## src/rtl/reg_16.sv

```systemverilog
// Parallel-load register: loads data_in on a rising clk edge when ld is high,
// otherwise holds; asynchronous active-low reset forces RESET_VALUE.
module reg_16 #(
  parameter int unsigned          WIDTH       = 16,
  parameter logic [WIDTH-1:0]     RESET_VALUE = '0
) (
  input  logic             clk,
  input  logic             rst,
  input  logic             ld,
  input  logic [WIDTH-1:0] data_in,
  output logic [WIDTH-1:0] q
);

  logic [WIDTH-1:0] data_q;
  logic [WIDTH-1:0] data_d;

  always_comb begin
    data_d = data_q;
    if (ld) begin
      data_d = data_in;
    end
  end

  always_ff @(posedge clk or negedge rst) begin
    if (!rst) begin
      data_q <= RESET_VALUE;
    end else begin
      data_q <= data_d;
    end
  end

  assign q = data_q;

endmodule

```

## config.mk

```make
export PLATFORM = sky130hd
export DESIGN_NAME = reg_16
export DESIGN_NICKNAME = d
export VERILOG_FILES = /design/src/rtl/reg_16.sv
export SDC_FILE = /design/constraint.sdc
export NUM_CORES = 1
export LEC_CHECK = 0
export CORE_MARGIN = 5
export CORE_UTILIZATION = 30
export CTS_CLUSTER_SIZE = 20
export DETAILED_ROUTE_END_ITERATION = 10
export DONT_BUFFER_PORTS = 1
export PLACE_DENSITY = 0.43
export SLEW_MARGIN = 25
export SYNTH_ARGS = -nofsm -noshare
export SYNTH_HDL_FRONTEND = slang
export SYNTH_SLANG_ARGS = --single-unit
```

## constraint.sdc

```tcl
create_clock -name clk -period 1.14 [get_ports clk]
set_input_delay 0.285 -clock clk [delete_from_list [all_inputs] [get_ports clk]]
set_output_delay 0.285 -clock clk [all_outputs]
set_load 0.01 [all_outputs]
```

==> flow_summary_export.csv, run 1 <==
group,metric,value,unit
place,io_buffers,0,
finish,nNetsFinal,57,
clocking,root_buffer,"clkbuf_4",
timing,slew_headroom,53.47,%
logic_synthesis,synth-seq-cells,16,
power,leakagePower,0.3268,nW
flow_run,drv_cap,0,
timing,fin_crit_sh,87.95,%
timing,rsz0062_at_grt,"false",
logic_synthesis,syn-cell-area,649.4,sq um
critical_path,end_kind,"primary output",
clocking,numCtsBuffers,3,
logic_synthesis,synth_cells,34,
routing,drt-wirelength-per-cell,19.88,microns
critical_path,arrival,720,ps
global_routing,grt_pass1_wl,2014,microns
finish,final_area,700.7,sq um
global_routing,first_global_vias,360,
critical_path,worstSetupPathDepth,0,
die,rows,16,
clocking,clk_path_buf_depth,2,
die,die_area,3195,sq um
power,finalPower,1.160,mW
power,power_density,1656,nW/um^2
critical_path,worstSetupPathType,"flop to primary output",
global_routing,grt.total_usage,8.373,%
clocking,cts_sinks,16,
finish,largest_register_ffs,16,
critical_path,required,850,ps
timing,hold_viol,0,
power,max-vdd-ir-drop,0.5849,mV
routing,detail_route.first_pass.iterations,2,
clocking,cts_tree,"built",
timing,worst_pin_slew,698.0,ps
clocking,worstSkewPairLatency,280,ps
routing,via_per_inst,4.625,
logic_synthesis,ys.warnings.count,0,
routing,num_vias,296,
hold_path,hold_path.class,"primary input to asynchronous set/reset pin",
logic_synthesis,synth_cell_types,5,
place,place_area,651.9,sq um
global_routing,grt_start_max_net_pins,17,
die,die_h,56.53,microns
die,die-width,56.53,microns
routing,ant_nets,0,
routing,drt_iter0_drc,3,
logic_synthesis,syn-num-nets,53,
finish,antenna_cells,0,
finish,layout-drive-gt1-share,54.05,%
critical_path,critPathLaunchType,"flop",
routing,wirelength,1272,microns
critical_path,reg2reg_depth,1,
clocking,cts_max_level,1,
routing,drc,0,
clocking,clk_pin_slew_worst_paths,90,ps
die,core_area,2022,sq um
finish,areaGrowthSynthToFinish,7.900,%
timing,finClkSkew,0,ps
place,gp_congestion,0.6291,
logic_synthesis,postSynthAreaPerCell,19.10,sq um
global_routing,grt_antenna_before_repair,0,
timing,drv_slew,0,
die,start_util,32.12,%
die,pin_count,35,
logic_synthesis,ys_seq_area_share,61.66,%
critical_path,worst-path-max-fanout,2,
run_status,status,"finished, final reports clean",
timing,setup_violations,0,
timing,period_needed,1003,ps
timing,fmax,997.4,MHz
timing,tns,0,ps
global_routing,gr-total-overflow,0,
## cell type report
class,instances,area [sq um]
Timing Repair Buffer,1,12.51
Clock buffer,4,36.28
Sequential cell,16,400.4
Fill cell,189,1321
Multi-Input combinational cell,16,217.7
Tap cell,27,33.78
## through the flow
step                      hold WS [ps]  setup WS, ps  cells  utilization [%]
final                            107.5         137.4     64            34.65
after global placement          -10.14         338.6     59            32.24
after global routing             129.7         108.1     64            34.65
after detailed placement        -10.08         315.3     59            32.24
after floorplan                 -10.59         193.4     34                -
after CTS                        142.0         126.1     64            34.53
## layout by cell type (no fill, tap or decap)
cell and n:
clkbuf_8 1, mux2_2 6, dlymetal6s4s_1 1, dfrtp_1 16, mux2_4 10, clkbuf_4 3
## what timing repair did
item	CTS	global route
hold endpoints to repair	16	0
setup buffers	0	0
resized for setup	0	1
endpoints found under the setup margin	0	14
hold buffers	1	0
## synth_stat cells (all sizes together)
master | instances | area [sq um]
dfrtp | 16 | 400.4
buf | 2 | 31.28
mux2 | 16 | 217.7
## kinds of logic after synthesis
kind of cell,Yosys count,synth area share [%]
buf+inv,2,4.817
flops,16,61.66
mux,16,33.52
## final timing paths
path / end / start / slack, ps
worst max-delay path: q[15] / q[15] / 140
worst min-delay path: q[11] / rst / 110
worst max register to register: q[9] / q[9] / 310
worst min register to register: q[12] / q[12] / 600
max in group asynchronous: q[7] / rst / 590
min in group clk: q[13] / data_in[13] / 150
## routing by layer
metal	wire, microns	GRT usage, %	part of all wire (%)
met5	0	0	0
met4	0	2.034	0
met3	158	5.046	12
met2	667	14.19	52
met1	446	8.745	35
## power breakdown
| group | leakage [nW] | switching [mW] | internal, mW |
|---|---|---|---|
| Sequential | 0.187 | 0.0711 | 0.624 |
| Clock | 0.0210 | 0.171 | 0.194 |
| Combinational | 0.119 | 0.0259 | 0.0744 |
Note: power is estimated with default switching activity, not from simulation.
==> run 2: changes to the inputs <==
- TNS_END_PERCENT: not set -> 5
==> results of run 2 <==
The final DEF is identical to that of run 1; final timing and power are the same.
